`src/rtl/imem_boot_ctrl_if.sv`:
```
// Boot loader bundle: framed byte stream in, IMEM byte write port and core status out.
// The loader takes the slave view; whatever feeds the stream and watches the status takes master.
interface imem_boot_ctrl_if #(
    parameter int ADDR_W = 7
);
    logic              s_valid;
    logic [7:0]        s_data;
    logic              s_ready;
    logic              boot_req;
    logic              mem_we;
    logic [ADDR_W-1:0] mem_addr;
    logic [7:0]        mem_wdata;
    logic              core_hold;
    logic              load_done;
    logic              load_err;

    modport master (
        output s_valid, s_data, boot_req,
        input  s_ready, mem_we, mem_addr, mem_wdata, core_hold, load_done, load_err
    );

    modport slave (
        input  s_valid, s_data, boot_req,
        output s_ready, mem_we, mem_addr, mem_wdata, core_hold, load_done, load_err
    );
endinterface

```
`src/rtl/imem_boot_ctrl.sv`:
```
// Boot-time IMEM loader: parses LEN_LO, LEN_HI, payload, CSUM from a byte stream,
// writes the payload into IMEM and releases the core only on a checksum match.
module imem_boot_ctrl #(
    parameter int MEM_BYTES      = 128,
    parameter int ADDR_W         = 7,
    parameter int TIMEOUT_CYCLES = 1000000,
    parameter int TO_W           = 20
) (
    input logic             clk,
    input logic             rst,
    imem_boot_ctrl_if.slave bus
);
    localparam int              LEN_W   = $clog2(MEM_BYTES + 1);
    localparam logic [15:0]     LEN_MAX = 16'(MEM_BYTES);
    localparam logic [TO_W-1:0] TO_LAST = TO_W'(TIMEOUT_CYCLES - 1);

    typedef enum logic [2:0] {
        S_LEN_LO,
        S_LEN_HI,
        S_DATA,
        S_CSUM,
        S_RUN,
        S_ERR
    } state_t;

    state_t            state;
    logic [7:0]        len_lo;
    logic [LEN_W-1:0]  len;
    logic [LEN_W-1:0]  cnt;
    logic [7:0]        csum;
    logic [TO_W-1:0]   to_cnt;

    logic              mem_we;
    logic [ADDR_W-1:0] mem_addr;
    logic [7:0]        mem_wdata;
    logic              core_hold;
    logic              load_done;
    logic              load_err;

    logic              ready;
    logic              accept;
    logic              timed;
    logic [15:0]       len_full;
    logic              len_bad;

    // Ready is a pure function of state so the source never sees a valid->ready loop.
    assign ready    = (state == S_LEN_LO) || (state == S_LEN_HI) ||
                      (state == S_DATA)   || (state == S_CSUM);
    assign accept   = bus.s_valid && ready;
    assign timed    = (state == S_LEN_HI) || (state == S_DATA) || (state == S_CSUM);
    assign len_full = {bus.s_data, len_lo};
    assign len_bad  = (len_full == 16'd0) || (len_full > LEN_MAX);

    always_ff @(posedge clk) begin
        if (rst) begin
            state     <= S_LEN_LO;
            len_lo    <= '0;
            len       <= '0;
            cnt       <= '0;
            csum      <= '0;
            to_cnt    <= '0;
            mem_we    <= 1'b0;
            mem_addr  <= '0;
            mem_wdata <= '0;
            core_hold <= 1'b1;
            load_done <= 1'b0;
            load_err  <= 1'b0;
        end else begin
            mem_we <= 1'b0;

            // Idle watchdog once a frame has started; an accept on the
            // expiring cycle still counts and restarts the window.
            if (timed) begin
                if (accept) begin
                    to_cnt <= '0;
                end else if (to_cnt == TO_LAST) begin
                    to_cnt   <= '0;
                    state    <= S_ERR;
                    load_err <= 1'b1;
                end else begin
                    to_cnt <= to_cnt + 1'b1;
                end
            end

            unique case (state)
                S_LEN_LO: begin
                    if (accept) begin
                        len_lo <= bus.s_data;
                        state  <= S_LEN_HI;
                    end
                end

                S_LEN_HI: begin
                    if (accept) begin
                        if (len_bad) begin
                            state    <= S_ERR;
                            load_err <= 1'b1;
                        end else begin
                            len   <= len_full[LEN_W-1:0];
                            cnt   <= '0;
                            csum  <= '0;
                            state <= S_DATA;
                        end
                    end
                end

                S_DATA: begin
                    if (accept) begin
                        mem_we    <= 1'b1;
                        mem_addr  <= cnt[ADDR_W-1:0];
                        mem_wdata <= bus.s_data;
                        csum      <= csum + bus.s_data;
                        cnt       <= cnt + 1'b1;
                        if (cnt == len - 1'b1)
                            state <= S_CSUM;
                    end
                end

                S_CSUM: begin
                    if (accept) begin
                        if (bus.s_data == csum) begin
                            state     <= S_RUN;
                            core_hold <= 1'b0;
                            load_done <= 1'b1;
                        end else begin
                            state    <= S_ERR;
                            load_err <= 1'b1;
                        end
                    end
                end

                S_RUN: begin
                    if (bus.boot_req) begin
                        state     <= S_LEN_LO;
                        core_hold <= 1'b1;
                        load_done <= 1'b0;
                        cnt       <= '0;
                        csum      <= '0;
                        to_cnt    <= '0;
                    end
                end

                S_ERR: begin
                    core_hold <= 1'b1;
                    if (bus.boot_req) begin
                        state    <= S_LEN_LO;
                        load_err <= 1'b0;
                        cnt      <= '0;
                        csum     <= '0;
                        to_cnt   <= '0;
                    end
                end

                default: state <= S_ERR;
            endcase
        end
    end

    assign bus.s_ready   = ready;
    assign bus.mem_we    = mem_we;
    assign bus.mem_addr  = mem_addr;
    assign bus.mem_wdata = mem_wdata;
    assign bus.core_hold = core_hold;
    assign bus.load_done = load_done;
    assign bus.load_err  = load_err;
endmodule

```
`src/flat_wrapper.sv`:
```
// flat-port wrapper written by rule: the top's interface ports become plain ports
module imem_boot_ctrl_flat 
#(
    parameter int MEM_BYTES      = 128,
    parameter int ADDR_W         = 7,
    parameter int TIMEOUT_CYCLES = 1000000,
    parameter int TO_W           = 20
)
  (clk, rst, bus_s_valid, bus_s_data, bus_boot_req, bus_s_ready, bus_mem_we, bus_mem_addr, bus_mem_wdata, bus_core_hold, bus_load_done, bus_load_err);
  imem_boot_ctrl_if #(.ADDR_W(ADDR_W)) bus_i ();
  input logic clk;
  input logic rst;
  input wire logic [$bits(bus_i.s_valid)-1:0] bus_s_valid;
  input wire logic [$bits(bus_i.s_data)-1:0] bus_s_data;
  input wire logic [$bits(bus_i.boot_req)-1:0] bus_boot_req;
  output wire logic [$bits(bus_i.s_ready)-1:0] bus_s_ready;
  output wire logic [$bits(bus_i.mem_we)-1:0] bus_mem_we;
  output wire logic [$bits(bus_i.mem_addr)-1:0] bus_mem_addr;
  output wire logic [$bits(bus_i.mem_wdata)-1:0] bus_mem_wdata;
  output wire logic [$bits(bus_i.core_hold)-1:0] bus_core_hold;
  output wire logic [$bits(bus_i.load_done)-1:0] bus_load_done;
  output wire logic [$bits(bus_i.load_err)-1:0] bus_load_err;
  assign bus_i.s_valid = bus_s_valid;
  assign bus_i.s_data = bus_s_data;
  assign bus_i.boot_req = bus_boot_req;
  assign bus_s_ready = bus_i.s_ready;
  assign bus_mem_we = bus_i.mem_we;
  assign bus_mem_addr = bus_i.mem_addr;
  assign bus_mem_wdata = bus_i.mem_wdata;
  assign bus_core_hold = bus_i.core_hold;
  assign bus_load_done = bus_i.load_done;
  assign bus_load_err = bus_i.load_err;
  imem_boot_ctrl #(.MEM_BYTES(MEM_BYTES), .ADDR_W(ADDR_W), .TIMEOUT_CYCLES(TIMEOUT_CYCLES), .TO_W(TO_W)) u_core (.clk(clk), .rst(rst), .bus(bus_i));
endmodule
```
`config.mk`:
```
export PLATFORM = sky130hd
export DESIGN_NAME = imem_boot_ctrl_flat
export DESIGN_NICKNAME = d
export VERILOG_FILES = /design/src/rtl/imem_boot_ctrl_if.sv /design/src/rtl/imem_boot_ctrl.sv /design/src/flat_wrapper.sv
export SDC_FILE = /design/constraint.sdc
export NUM_CORES = 1
export LEC_CHECK = 0
export BUFFER_PORTS_ARGS = -buffer_cell sky130_fd_sc_hd__buf_2
export CORE_MARGIN = 2
export CORE_UTILIZATION = 59
export DETAILED_ROUTE_END_ITERATION = 12
export GPL_ROUTABILITY_DRIVEN = 0
export PLACE_DENSITY = 0.8
export SLEW_MARGIN = 20
export SYNTH_ARGS = -nofsm -noshare
export SYNTH_HDL_FRONTEND = slang
export SYNTH_SLANG_ARGS = --single-unit
export TNS_END_PERCENT = 20
```
`constraint.sdc`:
```
create_clock -name clk -period 2.9 [get_ports clk]
set_input_delay 0.145 -clock clk [delete_from_list [all_inputs] [get_ports clk]]
set_output_delay 0.145 -clock clk [all_outputs]
set_load 0.05 [all_outputs]
```
==> Implementation_results.wiki, run 1 <==
{| class="wikitable"
! Metric !! Value
|-
| I/O Pins || 32
|-
| Total power consumption of the routed design || 0.001964 W
|-
| Synth top area cells || sky130_fd_sc_hd__dfxtp_1 (41%), sky130_fd_sc_hd__nand2_1 (7.3%), sky130_fd_sc_hd__nor2_1 (6.7%), sky130_fd_sc_hd__a21oi_1 (5.5%), sky130_fd_sc_hd__xnor2_1 (4.8%)
|-
| Fin Clk Skew || 0.009260 ns
|-
| Count of unique library cells instantiated by Yosys || 50
|-
| # port buffers || 31
|-
| Largest area contributor in the netlist || sky130_fd_sc_hd__dfxtp_1
|-
| Portion of the post-synthesis area used by sequential elements || 40.69%
|-
| Clock tree from TritonCTS || yes
|-
| Height of the die || 82.56 um
|-
| Drc violations || 0
|-
| Area added between synthesis and finish || 10.96%
|-
| Layout net count || 500
|-
| Congestion Overflow GR || 0
|-
| Number of buffers added by the clock tree synthesis step || 9
|-
| Slack of the worst reg-to-reg path || 0.29 ns
|-
| Synthesized Nets || 473
|-
| Violation count after the first detailed-routing iteration || 162
|-
| Period utilisation layout || 89.86%
|-
| Signal arrival time at the worst endpoint || 2.84 ns
|-
| Leading post-synthesis cells by instance count || sky130_fd_sc_hd__dfxtp_1 (74), sky130_fd_sc_hd__nand2_1 (71), sky130_fd_sc_hd__nor2_1 (65)
|-
| Wire length after detailed routing || 8.110 mm
|-
| TritonCTS Sinks || 74
|-
| Maximum Capacitance Violations || 0
|-
| Row count || 28
|-
| Max transition margin || 48.62%
|-
| RSZ-0062 raised after global routing || no
|-
| DPL Wire Length || 5.703 mm
|-
| Static leakage || 1.565 nW
|-
| Placed instance count || 541
|-
| DIE WIDTH || 82.56 um
|-
| Outcome || complete, no violations
|-
| Fraction of layout cells with a size suffix above 1 || 12.03%
|-
| Final-report max-slew violation count || 0
|-
| Data required time at the worst endpoint || 3.14 ns
|-
| Post-Syn Instances || 450
|-
| Most frequently used cell type in the post-synthesis netlist || sky130_fd_sc_hd__dfxtp_1
|-
| Number of fillers in the final layout || 512
|-
| Hold Fails Final Rpt || 0
|-
| Max FO, Critical Path || 13
|-
| Final standard cell count with taps included and fillers excluded || 557
|-
| Postcts setup bufs || 0
|-
| Yosys warns || 0
|-
| Max Fclk || 0.3838 GHz
|-
| Clock insertion delay at the later pin of the skew report || 0.35 ns
|-
| Ratio of total power to cell area || 486.1 nW/um^2
|-
| Maximum VDD drop || 0.0002882 V
|-
| Portion of synthesized cell area occupied by the leading cell type || 40.69%
|-
| Largest net degree at the start of global routing || 39
|-
| Number of antenna cells inserted || 0
|-
| Setup_tns || 0 ns
|-
| Overall die area || 6815 sq um
|-
| Setup Viol. Count Final || 0
|-
| Mapped cell area || 3641 sq um
|-
| Number of H-tree levels || 3
|-
| Register cell area after layout || 1481 sq um
|-
| Via/cell ratio || 5.889
|-
| Total of hold buffers inserted after clock tree synthesis || 0
|-
| Category of the worst setup path launch point || register
|-
| Placeable core region || 5956 sq um
|-
| Ys async rst share || 0%
|-
| Max Root-Sink Buffers || 2
|-
| Post-route ant nets || 0
|-
| EDFF count, synth || 0
|-
| Number of global-route vias before repair || 2,865
|-
| CP Capture Type || register
|-
| Clock slew seen by the registers of the worst setup and hold paths || 0.07 ns
|-
| Effective utilization at floorplan || 61.13%
|-
| Area of the multi-input gates || 2034 sq um
|-
| Mean post-synth cell area || 8.091 sq um
|-
| Root buffer cell || sky130_fd_sc_hd__clkbuf_8
|-
| Global router's overall resource usage || 25.84%
|-
| Average wire per cell in the routed design || 14.56 um
|-
| TritonRoute pass-1 iters || 5
|-
| Top flip-flop cell by instance count after synthesis || sky130_fd_sc_hd__dfxtp_1
|-
| Global-route wire length before repair || 13.51 mm
|-
| Final critical-path required period || 2.606 ns
|-
| Antenna violations before repair || 0
|-
| Kind of path behind the tightest hold check || input port to register
|-
| Vias post-DR || 3,280
|-
| Count of instances resized after the clock tree is built || 0
|-
| Total of flip-flops plus latches after synthesis || 74
|-
| Path type of the worst setup path || register to register
|-
| Worst-Margin Slew || 0.7648 ns
|}
-- worst max-delay path: stages, from the launching register on --
cell and delay (ns):
sky130_fd_sc_hd__dfxtp_1 0.33, sky130_fd_sc_hd__or4_4 0.54, sky130_fd_sc_hd__o41a_1 0.36, sky130_fd_sc_hd__or4b_4 0.57
sky130_fd_sc_hd__buf_4 0.22, sky130_fd_sc_hd__a211oi_1 0.28, sky130_fd_sc_hd__xnor2_1 0.16, sky130_fd_sc_hd__nor2_1 0.05
-- flip-flops by register name (all words and copies together) (netlist names) --
signal,flops
u_core.bus.load_err,1
u_core.bus.core_hold,1
u_core.len,8
u_core.csum,8
u_core.bus.mem_wdata,8
u_core.to_cnt,20
u_core.bus.mem_we,1
u_core.cnt,8
u_core.len_lo,8
u_core.bus.mem_addr,7
u_core.state,3
u_core.bus.load_done,1
-- stage by stage --
step | setup WS (ns) | hold WS [ns] | area, sq um | util [%]
finish | 0.2941 | 0.07596 | 4040 | 67.84
global route | 0.2082 | 0.06398 | 4040 | 67.84
CTS | 0.3031 | 0.06631 | 4040 | 67.84
detailed placement | 0.3391 | 0.4374 | 3844 | 64.54
global placement | 0.4198 | 0.4340 | 3844 | 64.54
floorplan | 0.4226 | 0.2810 | 3641 | -
-- metal layers --
metal	global-route usage, %	share of wire (%)	vias to the layer above
met2	39.68	46	106
met5	0	0	-
met3	6.739	5.3	20
li1	-	-	1626
met4	9.016	2.1	0
met1	35.22	46	1528
-- report_power, final --
group          switching (W)  internal (W)
logic              0.0000815     0.0000412
registers          0.0000143       0.00103
clock network       0.000378      0.000422
-- cell type report --
cell class | instances | area share (%)
flip-flops and latches | 74 | 36.67
well taps | 75 | 2.323
clock buffers | 12 | 3.592
clock inverters | 4 | 1.270
repair buffers | 36 | 4.769
inverters | 11 | 1.022
multi-input cells | 345 | 50.36
-- placed cells by master (no fill, tap or decap), types with 5 or more instances in the layout --
| cell | instances |
|---|---|
| sky130_fd_sc_hd__dfxtp_1 | 74 |
| sky130_fd_sc_hd__nand2_1 | 71 |
| sky130_fd_sc_hd__nor2_1 | 65 |
| sky130_fd_sc_hd__a21oi_1 | 40 |
| sky130_fd_sc_hd__buf_2 | 31 |
| sky130_fd_sc_hd__xnor2_1 | 20 |
| sky130_fd_sc_hd__xor2_1 | 19 |
| sky130_fd_sc_hd__nand3_1 | 16 |
| sky130_fd_sc_hd__inv_1 | 11 |
| sky130_fd_sc_hd__ha_1 | 10 |
| sky130_fd_sc_hd__clkbuf_8 | 10 |
| sky130_fd_sc_hd__nor3_1 | 8 |
| sky130_fd_sc_hd__mux2i_1 | 8 |
| sky130_fd_sc_hd__nor4_1 | 7 |
| sky130_fd_sc_hd__nand4_1 | 7 |
| sky130_fd_sc_hd__o21ai_0 | 7 |
| sky130_fd_sc_hd__a22oi_1 | 7 |
| sky130_fd_sc_hd__o31ai_1 | 5 |
| sky130_fd_sc_hd__buf_4 | 5 |
-- path summary, 6_finish.rpt --
kind / from / end / depth (start not counted)
min reg2reg: u_core.bus.mem_addr[6] / u_core.bus.mem_addr[6] / 2
max: u_core.len_lo[5] / u_core.cnt[7] / 7
min: bus_s_data[2] / u_core.bus.mem_wdata[2] / 3
max reg2reg: u_core.len_lo[5] / u_core.cnt[7] / 7
-- kinds of logic (layout without fill, tap and decap cells) --
| family | count (synthesis) | after routing | share of synthesized area [%] |
|---|---|---|---|
| AOI/OAI and AO/OA | 87 | 87 | 15.22 |
| xor gates and xnor gates | 39 | 39 | 9.382 |
| adders and majority gates | 11 | 11 | 3.986 |
| buffers and inverters | 31 | 63 | 3.436 |
| DFF | 74 | 74 | 40.69 |
| muxes | 8 | 8 | 2.199 |
| and+or+nand+nor | 200 | 200 | 25.09 |
(Power assumes the default switching activity.)
==> inputs of run 2 (changes only) <==
--- a/config.mk
+++ b/config.mk
@@ -5,12 +5,14 @@
 export SDC_FILE = /design/constraint.sdc
 export NUM_CORES = 1
 export LEC_CHECK = 0
+export ABC_AREA = 1
 export BUFFER_PORTS_ARGS = -buffer_cell sky130_fd_sc_hd__buf_2
 export CORE_MARGIN = 2
-export CORE_UTILIZATION = 59
+export CORE_UTILIZATION = 60
+export CTS_BUF_LIST = sky130_fd_sc_hd__clkbuf_8 sky130_fd_sc_hd__clkbuf_16
 export DETAILED_ROUTE_END_ITERATION = 12
 export GPL_ROUTABILITY_DRIVEN = 0
-export PLACE_DENSITY = 0.8
+export PLACE_DENSITY = 0.81
 export SLEW_MARGIN = 20
 export SYNTH_ARGS = -nofsm -noshare
 export SYNTH_HDL_FRONTEND = slang
==> Implementation_results.wiki, run 2 <==
{| class="wikitable"
! Metric !! Value
|-
| Wire length after detailed routing || 8.957 mm
|-
| RSZ-0062 raised after global routing || no
|-
| TritonRoute pass-1 iters || 5
|-
| Vias post-DR || 3,698
|-
| # port buffers || 31
|-
| Worst-path cell with the longest stage delay || sky130_fd_sc_hd__nand2_1
|-
| Number of H-tree levels || 3
|-
| Total power consumption of the routed design || 0.002002 W
|-
| Maximum Capacitance Violations || 0
|-
| Count of unique library cells instantiated by Yosys || 41
|-
| Critical hold path startpoint || bus_s_data[6]
|-
| Static leakage || 1.926 nW
|-
| Overall die area || 7264 sq um
|-
| Mapped cell area || 3959 sq um
|-
| Path type of the worst setup path || register to register
|-
| Ys async rst share || 0%
|-
| Effective utilization at floorplan || 62.34%
|-
| Fin Clk Skew || 0.006133 ns
|-
| Period utilisation layout || 71.34%
|-
| Clock tree from TritonCTS || yes
|-
| Setup Viol. Count Final || 0
|-
| Final critical-path required period || 2.069 ns
|-
| Setup_tns || 0 ns
|-
| Post-route ant nets || 0
|-
| Outcome || complete, no violations
|-
| Most frequently used cell type in the post-synthesis netlist || sky130_fd_sc_hd__nand2_1
|-
| Yosys warns || 0
|-
| Number of fillers in the final layout || 549
|-
| Congestion Overflow GR || 0
|-
| Mean post-synth cell area || 7.007 sq um
|-
| Number of global-route vias before repair || 3,415
|-
| Number of antenna cells inserted || 0
|-
| Total of flip-flops plus latches after synthesis || 74
|-
| Largest net degree at the start of global routing || 39
|-
| CP Capture Type || register
|-
| Critical path's largest stage delay || 0.45 ns
|-
| Total of hold buffers inserted after clock tree synthesis || 0
|-
| Worst-case hold slack || 0.08469 ns
|-
| Portion of the post-synthesis area used by sequential elements || 37.42%
|-
| Largest area contributor in the netlist || sky130_fd_sc_hd__dfxtp_1
|-
| I/O Pins || 32
|-
| Max Fclk || 0.4834 GHz
|-
| Max FO, Critical Path || 17
|-
| Drc violations || 0
|-
| Row count || 29
|-
| Count of instances resized after the clock tree is built || 0
|-
| Hold Fails Final Rpt || 0
|-
| Root buffer cell || sky130_fd_sc_hd__clkbuf_8
|-
| Violation count after the first detailed-routing iteration || 198
|-
| Post-route cell area || 4333 sq um
|-
| Max reg flops || 20
|-
| Category of the worst setup path launch point || register
|-
| Portion of synthesized cell area occupied by the leading cell type || 37.42%
|-
| Average wire per cell in the routed design || 13.25 um
|-
| Synthesized Nets || 588
|-
| Cell Chain, Critical Path || ha_1 > nand2_1 > nor2_2 > nand2_1 > nor2_1 > nand2_1 > nand2_1 > nand2_1 > nand2_1 > a31oi_1 > o21a_1
|-
| Data required time at the worst endpoint || 3.15 ns
|-
| Via/cell ratio || 5.470
|-
| Placement Setup Slack || 0.8483 ns
|-
| Synth top area cells || sky130_fd_sc_hd__dfxtp_1 (37%), sky130_fd_sc_hd__nand2_1 (10%), sky130_fd_sc_hd__nor2_1 (7.3%), sky130_fd_sc_hd__a21oi_1 (6.8%), sky130_fd_sc_hd__inv_1 (6.1%)
|-
| Max Root-Sink Buffers || 2
|-
| Postcts setup bufs || 0
|-
| Max transition margin || 61.75%
|-
| Reg-to-reg critical path startpoint || u_core.to_cnt[0]
|-
| Layout net count || 618
|-
| Ratio of total power to cell area || 461.9 nW/um^2
|-
| Global-route wire length before repair || 15.23 mm
|-
| Fraction of layout cells with a size suffix above 1 || 12.52%
|-
| Crit-path most repeated cell || sky130_fd_sc_hd__nand2_1
|-
| Highest-count cells in the layout ignoring fill and taps || sky130_fd_sc_hd__nand2_1 (105), sky130_fd_sc_hd__nor2_1 (77), sky130_fd_sc_hd__dfxtp_1 (74)
|-
| Worst-Margin Slew || 0.5724 ns
|-
| Smallest setup slack after layout || 0.8313 ns
|-
| Clock insertion delay at the later pin of the skew report || 0.35 ns
|-
| Maximum VDD drop || 0.0003049 V
|-
| Area added between synthesis and finish || 9.450%
|-
| Instance area at placement || 4150 sq um
|-
| TritonCTS Sinks || 74
|-
| Leading post-synthesis cells by instance count || sky130_fd_sc_hd__nand2_1 (105), sky130_fd_sc_hd__nor2_1 (77), sky130_fd_sc_hd__dfxtp_1 (74)
|-
| Signal arrival time at the worst endpoint || 2.32 ns
|-
| Most common cell after layout, fill and taps aside || sky130_fd_sc_hd__nand2_1
|-
| DIE WIDTH || 85.23 um
|-
| Top flip-flop cell by instance count after synthesis || sky130_fd_sc_hd__dfxtp_1
|-
| Start point of the critical path || u_core.to_cnt[0]
|-
| Final-report max-slew violation count || 0
|-
| Kind of path behind the tightest hold check || input port to register
|-
| Top register by number of flip-flops || u_core.to_cnt
|-
| Cell family contributing the most delay on the critical path || simple AND/OR/NAND/NOR gates
|-
| Antenna violations before repair || 0
|-
| EDFF count, synth || 0
|-
| Post-Syn Instances || 565
|-
| Placeable core region || 6350 sq um
|-
| DPL Wire Length || 6.602 mm
|-
| Buffers and inverters on the worst path || 0
|-
| Number of buffers added by the clock tree synthesis step || 9
|-
| Global router's overall resource usage || 25.96%
|-
| Height of the die || 85.23 um
|-
| Clock slew seen by the registers of the worst setup and hold paths || 0.08 ns
|}
## run 2: cell types whose count changed after synthesis, moves of 10 or more
cell                       previous run  this run
sky130_fd_sc_hd__a21oi_1             40        54
sky130_fd_sc_hd__inv_1               11        64
sky130_fd_sc_hd__nor2_1              65        77
sky130_fd_sc_hd__nand2_1             71       105
sky130_fd_sc_hd__xnor2_1             20         5
sky130_fd_sc_hd__o21ai_0              7        40
sky130_fd_sc_hd__clkbuf_1            18         8
sky130_fd_sc_hd__nand3_1             16        37
## run 2: logic make-up (layout without fill, tap and decap cells)
| kind of cell | count (synthesis) | after routing | share of synthesized area [%] |
|---|---|---|---|
| flip-flops | 74 | 74 | 37.42 |
| AND/OR/NAND/NOR | 272 | 272 | 31.73 |
| XOR/XNOR | 19 | 19 | 4.551 |
| AO/OA/AOI/OAI | 105 | 105 | 14.10 |
| adder cells (fa/ha/maj) | 11 | 11 | 3.666 |
| buffers and inverters | 84 | 118 | 8.533 |
## run 2: where the power goes
| group | internal (W) | switching, W | leakage [nW] | total (W) |
|---|---|---|---|---|
| clock network | 0.000388 | 0.000386 | 0.0986 | 0.000774 |
| registers | 0.00103 | 0.0000135 | 0.599 | 0.00105 |
| logic | 0.0000531 | 0.000127 | 1.23 | 0.000180 |
## run 2: worst register-to-register path, stage by stage, from the launching register on
cell and delay [ns]:
sky130_fd_sc_hd__dfxtp_1 0.36, sky130_fd_sc_hd__ha_1 0.17, sky130_fd_sc_hd__nand2_1 0.08, sky130_fd_sc_hd__nor2_2 0.17, sky130_fd_sc_hd__nand2_1 0.09, sky130_fd_sc_hd__nor2_1 0.13, sky130_fd_sc_hd__nand2_1 0.10, sky130_fd_sc_hd__nand2_1 0.09
sky130_fd_sc_hd__nand2_1 0.09, sky130_fd_sc_hd__nand2_1 0.45, sky130_fd_sc_hd__a31oi_1 0.10, sky130_fd_sc_hd__o21a_1 0.13
## run 2: routing by layer
metal | vias to the layer above | routed length [um] | GRT usage (%)
li1 | 1906 | - | -
met1 | 1684 | 4126 | 34.13
met2 | 94 | 4239 | 41.76
met3 | 14 | 461 | 4.377
met4 | 0 | 130 | 11.98
met5 | - | 0 | 0
## run 2: final cells by class
| class | instances | area (sq um) | area share, % |
|---|---|---|---|
| clock buffers | 9 | 123.9 | 2.859 |
| well taps | 77 | 96.34 | 2.224 |
| multi-input cells | 407 | 2140 | 49.38 |
| inverters | 70 | 262.8 | 6.064 |
| repair buffers | 33 | 170.2 | 3.927 |
| clock inverters | 6 | 58.81 | 1.357 |
| flip-flops and latches | 74 | 1481 | 34.19 |
## run 2: worst paths after layout
| check | cells past startpoint | endpoint | slack [ns] |
|---|---|---|---|
| setup / recovery | 11 | u_core.to_cnt[19] | 0.83 |
| hold / removal | 3 | u_core.bus.mem_wdata[6] | 0.08 |
| setup reg to reg | 11 | u_core.to_cnt[19] | 0.83 |
| hold reg to reg | 2 | u_core.bus.load_done | 0.44 |
## run 2: through the flow
step / util, % / std cells
2_1_floorplan: - / 565
3_3_place_gp: 65.36 / 661
3_5_place_dp: 65.36 / 661
4_1_cts: 68.24 / 676
5_1_grt: 68.24 / 676
6_report: 68.24 / 676
